<file path="config.mk">
export PLATFORM = sky130hd
export DESIGN_NAME = m_uart_slave
export DESIGN_NICKNAME = d
export VERILOG_FILES = /design/src/rtl/m_uart_slave.sv
export SDC_FILE = /design/constraint.sdc
export NUM_CORES = 1
export LEC_CHECK = 0
export CORE_ASPECT_RATIO = 0.9
export CORE_UTILIZATION = 61
export DETAILED_ROUTE_END_ITERATION = 6
export GPL_TIMING_DRIVEN = 0
export PLACE_DENSITY = 0.83
export SLEW_MARGIN = 20
export SYNTH_ARGS = -nofsm -noshare
export SYNTH_HDL_FRONTEND = slang
export SYNTH_SLANG_ARGS = --single-unit
</file>
<file path="constraint.sdc">
create_clock -name clk -period 4.7 [get_ports clk]
set_input_delay 0.94 -clock clk [delete_from_list [all_inputs] [get_ports clk]]
set_output_delay 0.94 -clock clk [all_outputs]
set_load 0.1 [all_outputs]
</file>
<file path="src/rtl/m_uart_slave.sv">
// UART receive stage: 2-flop synchronizer, oversampled 8N1 frame recovery, one-entry valid/ready holding register.
// Optional even-parity checking is enabled by defining UART_RX_PARITY_EN.
module m_uart_slave #(
  parameter int WORD       = 8,
  parameter int BAUD_RATE  = 115200,
  parameter int CLK_FREQ   = 16_000_000,
  parameter int OVERSAMPLE = 16,
  parameter int DIV_W      = 16
) (
  input  logic            clk,
  input  logic            reset,
  input  logic            rxd,
  output logic [WORD-1:0] data_o,
  output logic            valid,
  input  logic            ready,
  output logic [2:0]      state,
  output logic            frame_err,
  output logic            overrun,
  output logic            error
);

  localparam int DIV_RAW = CLK_FREQ / (BAUD_RATE * OVERSAMPLE);
  localparam int DIV     = (DIV_RAW < 1) ? 1 : DIV_RAW;
  localparam int OW      = $clog2(OVERSAMPLE);
  localparam int BW      = (WORD > 1) ? $clog2(WORD) : 1;

  localparam logic [2:0] S_IDLE    = 3'd0;
  localparam logic [2:0] S_START   = 3'd1;
  localparam logic [2:0] S_DATA    = 3'd2;
  localparam logic [2:0] S_PARITY  = 3'd3;
  localparam logic [2:0] S_STOP    = 3'd4;
  localparam logic [2:0] S_WAIT_HI = 3'd5;

  logic            r_rx_meta;
  logic            r_rx_s;
  logic [DIV_W-1:0] r_div;
  logic [OW-1:0]   r_os_cnt;
  logic [BW-1:0]   r_bit_cnt;
  logic [WORD-1:0] r_shift;
  logic [2:0]      r_state;
  logic [2:0]      w_next;
  logic            r_deliver;
  logic [WORD-1:0] r_data;
  logic            r_valid;
  logic            r_frame_err;
  logic            r_overrun;
  logic            r_error;

  logic w_tick;
  logic w_mid;
  logic w_full;
  logic w_start_det;
  logic w_shift_en;
  logic w_par_smp;
  logic w_stop_smp;
  logic w_deliver_set;
  logic w_ferr_set;
  logic w_ovr_set;
  logic w_bad_state;
  logic w_par_bad;

  assign w_tick = (r_div == DIV_W'(DIV - 1));
  assign w_mid  = w_tick && (r_os_cnt == OW'(OVERSAMPLE / 2 - 1));
  assign w_full = w_tick && (r_os_cnt == OW'(OVERSAMPLE - 1));

  // Synchronizer: everything downstream looks only at r_rx_s.
  always_ff @(posedge clk) begin
    if (!reset) begin
      r_rx_meta <= 1'b1;
      r_rx_s    <= 1'b1;
    end else begin
      r_rx_meta <= rxd;
      r_rx_s    <= r_rx_meta;
    end
  end

  // FSM state register
  always_ff @(posedge clk) begin
    if (!reset) r_state <= S_IDLE;
    else        r_state <= w_next;
  end

  // FSM next-state logic
  always_comb begin
    w_next = r_state;
    case (r_state)
      S_IDLE:    if (!r_rx_s) w_next = S_START;
      S_START:   if (w_mid) w_next = r_rx_s ? S_IDLE : S_DATA;
      S_DATA: begin
        if (w_full && (r_bit_cnt == BW'(WORD - 1))) begin
`ifdef UART_RX_PARITY_EN
          w_next = S_PARITY;
`else
          w_next = S_STOP;
`endif
        end
      end
`ifdef UART_RX_PARITY_EN
      S_PARITY:  if (w_full) w_next = S_STOP;
`endif
      S_STOP:    if (w_full) w_next = r_rx_s ? S_IDLE : S_WAIT_HI;
      S_WAIT_HI: if (r_rx_s) w_next = S_IDLE;
      default:   w_next = S_IDLE;
    endcase
  end

  // FSM output decode
  always_comb begin
    w_start_det   = (r_state == S_IDLE) && !r_rx_s;
    w_shift_en    = (r_state == S_DATA) && w_full;
`ifdef UART_RX_PARITY_EN
    w_par_smp     = (r_state == S_PARITY) && w_full;
`else
    w_par_smp     = 1'b0;
`endif
    w_stop_smp    = (r_state == S_STOP) && w_full;
    w_deliver_set = w_stop_smp && r_rx_s && !w_par_bad;
    w_ferr_set    = w_stop_smp && (!r_rx_s || w_par_bad);
    w_ovr_set     = r_deliver && r_valid && !ready;
    case (r_state)
      S_IDLE, S_START, S_DATA, S_STOP, S_WAIT_HI: w_bad_state = 1'b0;
`ifdef UART_RX_PARITY_EN
      S_PARITY: w_bad_state = 1'b0;
`endif
      default:  w_bad_state = 1'b1;
    endcase
  end

  // Tick divider and oversample counter restart on the start edge so sampling is centred.
  always_ff @(posedge clk) begin
    if (!reset) begin
      r_div     <= '0;
      r_os_cnt  <= '0;
      r_bit_cnt <= '0;
      r_shift   <= '0;
    end else begin
      if (w_start_det || w_tick) r_div <= '0;
      else                       r_div <= r_div + 1'b1;

      if (w_start_det) begin
        r_os_cnt <= '0;
      end else if (w_tick) begin
        case (r_state)
          S_START: r_os_cnt <= (r_os_cnt == OW'(OVERSAMPLE / 2 - 1)) ? '0 : r_os_cnt + 1'b1;
          S_DATA, S_PARITY, S_STOP:
                   r_os_cnt <= (r_os_cnt == OW'(OVERSAMPLE - 1)) ? '0 : r_os_cnt + 1'b1;
          default: r_os_cnt <= '0;
        endcase
      end

      if ((r_state == S_START) && w_mid) r_bit_cnt <= '0;
      else if (w_shift_en)               r_bit_cnt <= r_bit_cnt + 1'b1;

      if (w_shift_en) r_shift[r_bit_cnt] <= r_rx_s;
    end
  end

`ifdef UART_RX_PARITY_EN
  logic r_par_bad;
  always_ff @(posedge clk) begin
    if (!reset)           r_par_bad <= 1'b0;
    else if (w_start_det) r_par_bad <= 1'b0;
    else if (w_par_smp)   r_par_bad <= (^r_shift) ^ r_rx_s;
  end
  assign w_par_bad = r_par_bad;
`else
  assign w_par_bad = 1'b0;
`endif

  // Handshake: data_o/valid form a one-entry register; a byte is taken when valid && ready
  // at posedge, and a delivery in that same cycle refills it without loss.
  always_ff @(posedge clk) begin
    if (!reset) begin
      r_deliver   <= 1'b0;
      r_data      <= '0;
      r_valid     <= 1'b0;
      r_frame_err <= 1'b0;
      r_overrun   <= 1'b0;
      r_error     <= 1'b0;
    end else begin
      r_deliver   <= w_deliver_set;
      r_frame_err <= w_ferr_set;
      r_overrun   <= w_ovr_set;
      r_error     <= r_error | w_ferr_set | w_ovr_set | w_bad_state;
      if (r_deliver && (!r_valid || ready)) begin
        r_data  <= r_shift;
        r_valid <= 1'b1;
      end else if (r_valid && ready) begin
        r_valid <= 1'b0;
      end
    end
  end

  assign data_o    = r_data;
  assign valid     = r_valid;
  assign state     = r_state;
  assign frame_err = r_frame_err;
  assign overrun   = r_overrun;
  assign error     = r_error;

endmodule

</file>
==> results.yml <==
sta:
  maxSlewViolCount: 0
  hold_violations: 0
  skew_ps: 2.62
  finalSetupViolations: 0
  min_period_over_period: 0.627
  tightestPinTransition_ps: 981
  fmax_mhz: 340
  grt_setup_unrepaired: "false"
  fin_tns_setup_ps: 0
  slew_headroom: 0.344
  finalCriticalPeriod_ps: 2940
clock_tree:
  htree_levels: 2
  cts_resized: 0
  clk_pin_slew_ps: 90
  clock-root-buffer: "clkbuf_8"
  clkSinkCount: 49
  post_cts_buffers: 0
  cts_buffers: 5
  clock_latency_ps: 300
  holdBufCountCts: 0
  cts_tree: "yes"
  ctsLongestPathBuffers: 2
yosys:
  syn_inst: 266
  synth_common_cells: "49 x dfxtp_1, 37 x nor2_1, 16 x a21oi_1"
  synthArstFlopShare: 0
  ys_seq_area_frac: 0.429
  synth.largest_area_cell: "dfxtp_1"
  ys.warnings.count: 0
  avgSynthCellArea_um2: 8.59
  synth_edf_count: 0
  synth_area_leaders: "dfxtp_1 43%, nor2_1 6.1%, mux2i_1 4.4%"
  syn-num-nets: 274
  synth-seq-cells: 49
  yosysTopAreaCellShare: 0.429
  synth-main-ff-cell: "dfxtp_1"
  synth_area_mm2: 0.00228
  synth_cell_types: 44
  synth.most_common_cell: "dfxtp_1"
placement:
  routabilityCongestion: 0.854
  dp_hpwl_um: 3510
  place_area_mm2: 0.00252
  port_buffers: 18
outcome:
  status: "finished clean"
drt:
  wl_um: 4880
  route.detailed.drc: 0
  via_per_inst: 5.96
  ant_nets: 0
  first_iter_violations: 139
  dr_total_vias: 2004
  first_pass_iters: 5
  wl_per_cell_um: 14.5
die:
  num_rows: 20
  core_area_mm2: 0.00348
  die_x_um: 66.5
  floorplan.initialDensity: 0.657
  die_area_mm2: 0.00399
  die_y_um: 60.1
  io_pins: 19
critical_path:
  path_class: "reg -> out"
  slowest_delay_ps: 1190
  crit_chain: "clkdlybuf4s50_1"
  r2r_end: "r_shift[3]$_SDFFE_PN0P_"
  endpoint_kind: "output port"
  crit_family: "buffers and inverters"
  r2r_cells: 7
  r2r-start: "r_div[0]$_SDFF_PP0_"
  arrival_ps: 2000
  startpoint_type: "flip-flop"
  r2r_setup_slack_ps: 2610
  critPathBufInv: 1
  cp_slowest_cell: "clkdlybuf4s50_1"
  crit_fanout: 10
  cp.required_ps: 3760
  cp-startpoint: "state[1]$_SDFFE_PN0P_"
layout:
  regArea_um2: 981
  multiInputGateArea_mm2: 0.00119
  drive_gt1_frac: 0.0719
  final_util: 0.751
  fill_cells: 266
  fin_nets: 299
  area_growth_pct: 14.3
  antenna_cells: 0
  postLayoutCellArea_mm2: 0.00261
power:
  switchingPower_mw: 0.167
  pwr-share-clk: 0.355
  p_per_area_mw_per_mm2: 268
  pwr-share-seq: 0.600
  comb_power_share: 0.046
  p_int_mw: 0.534
  p_leak_nw: 0.954
  p_sw_frac: 0.238
  ir_drop_uv: 236
  power_mw: 0.701
hold_path:
  hold_depth: 1
  hold_path_startpoint: "r_rx_meta$_SDFF_PN1_"
  min_to: "r_rx_s$_SDFF_PN1_"
  hp-class: "reg -> reg"
global_route:
  overflow: 0
  grt_pass1_wl_um: 7930
  grt_util_all_layers: 0.267
  antenna_found_initial: 0
  grt_pass1_vias: 1762
  grt_max_degree: 17
job:
  maxCapViolCount: 0
metrics by stage:
step                      cells  hold WS, ps  setup WS, ps
after floorplan             266          386          2360
after global placement      328          389          1670
after detailed placement    328          393          1610
after CTS                   336          414          1760
after global routing        336          427          1680
final                       336          414          1760
registers in the layout (all words and copies together) (netlist names):
register and flops:
r_div 16, r_bit_cnt 3, overrun 1, r_deliver 1
data_o 8, r_rx_meta 1, error 1, frame_err 1
valid 1, r_rx_s 1, r_shift 8, state 3
r_os_cnt 4
how the worst max path moves through the flow:
stage / end / cells after the start / slack [ps]
after floorplan: r_os_cnt[3]$_SDFFE_PP0N_ / 6 / 2360
after global placement: r_div[14]$_SDFF_PP0_ / 7 / 1670
after detailed placement: r_div[14]$_SDFF_PP0_ / 7 / 1610
after CTS: state[1] / 1 / 1760
after global routing: r_div[14]$_SDFF_PP0_ / 7 / 1680
final: state[1] / 1 / 1760
power by group through the flow:
| stage | combinational [mW] | clock [mW] | sequential [mW] |
|---|---|---|---|
| after global routing | 0.0350 | 0.268 | 0.421 |
| after global placement | 0.0310 | 0 | 0.429 |
| after floorplan | 0.0183 | 0 | 0.433 |
| after detailed placement | 0.0316 | 0 | 0.430 |
| final | 0.0320 | 0.248 | 0.420 |
| after CTS | 0.0318 | 0.250 | 0.420 |
kinds of logic after synthesis:
kind of cell	synth area share
flip-flops	0.429
multiplexers	0.0438
XOR/XNOR	0.0498
AO/OA/AOI/OAI	0.117
AND/OR/NAND/NOR	0.289
buffers and inverters	0.0498
adder cells (fa/ha/maj)	0.0219
placed cells by master (no fill, tap or decap), types with 5 or more instances in the layout:
| cell type | n |
|---|---|
| a21oi_1 | 16 |
| clkbuf_8 | 5 |
| inv_1 | 7 |
| nand2_1 | 13 |
| nor4_1 | 7 |
| nor3_1 | 8 |
| clkbuf_1 | 11 |
| or3_1 | 5 |
| buf_2 | 5 |
| nand3_1 | 14 |
| nand4_1 | 10 |
| dfxtp_1 | 49 |
| xnor2_1 | 10 |
| nor2_1 | 37 |
| nand2b_1 | 6 |
| clkdlybuf4s50_1 | 18 |
| mux2i_1 | 10 |
| o21ai_0 | 5 |
worst reg2reg max path: stages (launching register included):
cell      delay [ps]
dfxtp_1          380
ha_1             290
and4bb_1         250
nand4_1          130
buf_2            220
buf_2            200
o41ai_1          400
a21oi_1          100
layout make-up:
type / count / area share
well taps: 44 / 0.0211
clock inverters: 3 / 0.00862
clock buffers: 5 / 0.0264
repair buffers: 18 / 0.0690
inverters: 7 / 0.0101
plain buffers: 19 / 0.0335
multi-input cells: 191 / 0.456
flip-flops and latches: 49 / 0.376
per-layer routing:
layer | wire length [um] | GRT usage | up-vias
met1 | 2280 | 0.359 | 941
met4 | 37 | 0.0578 | 0
met3 | 261 | 0.0515 | 4
met5 | 0 | 0 | -
li1 | - | - | 995
met2 | 2300 | 0.448 | 64
Note: power is estimated with default switching activity, not from simulation.
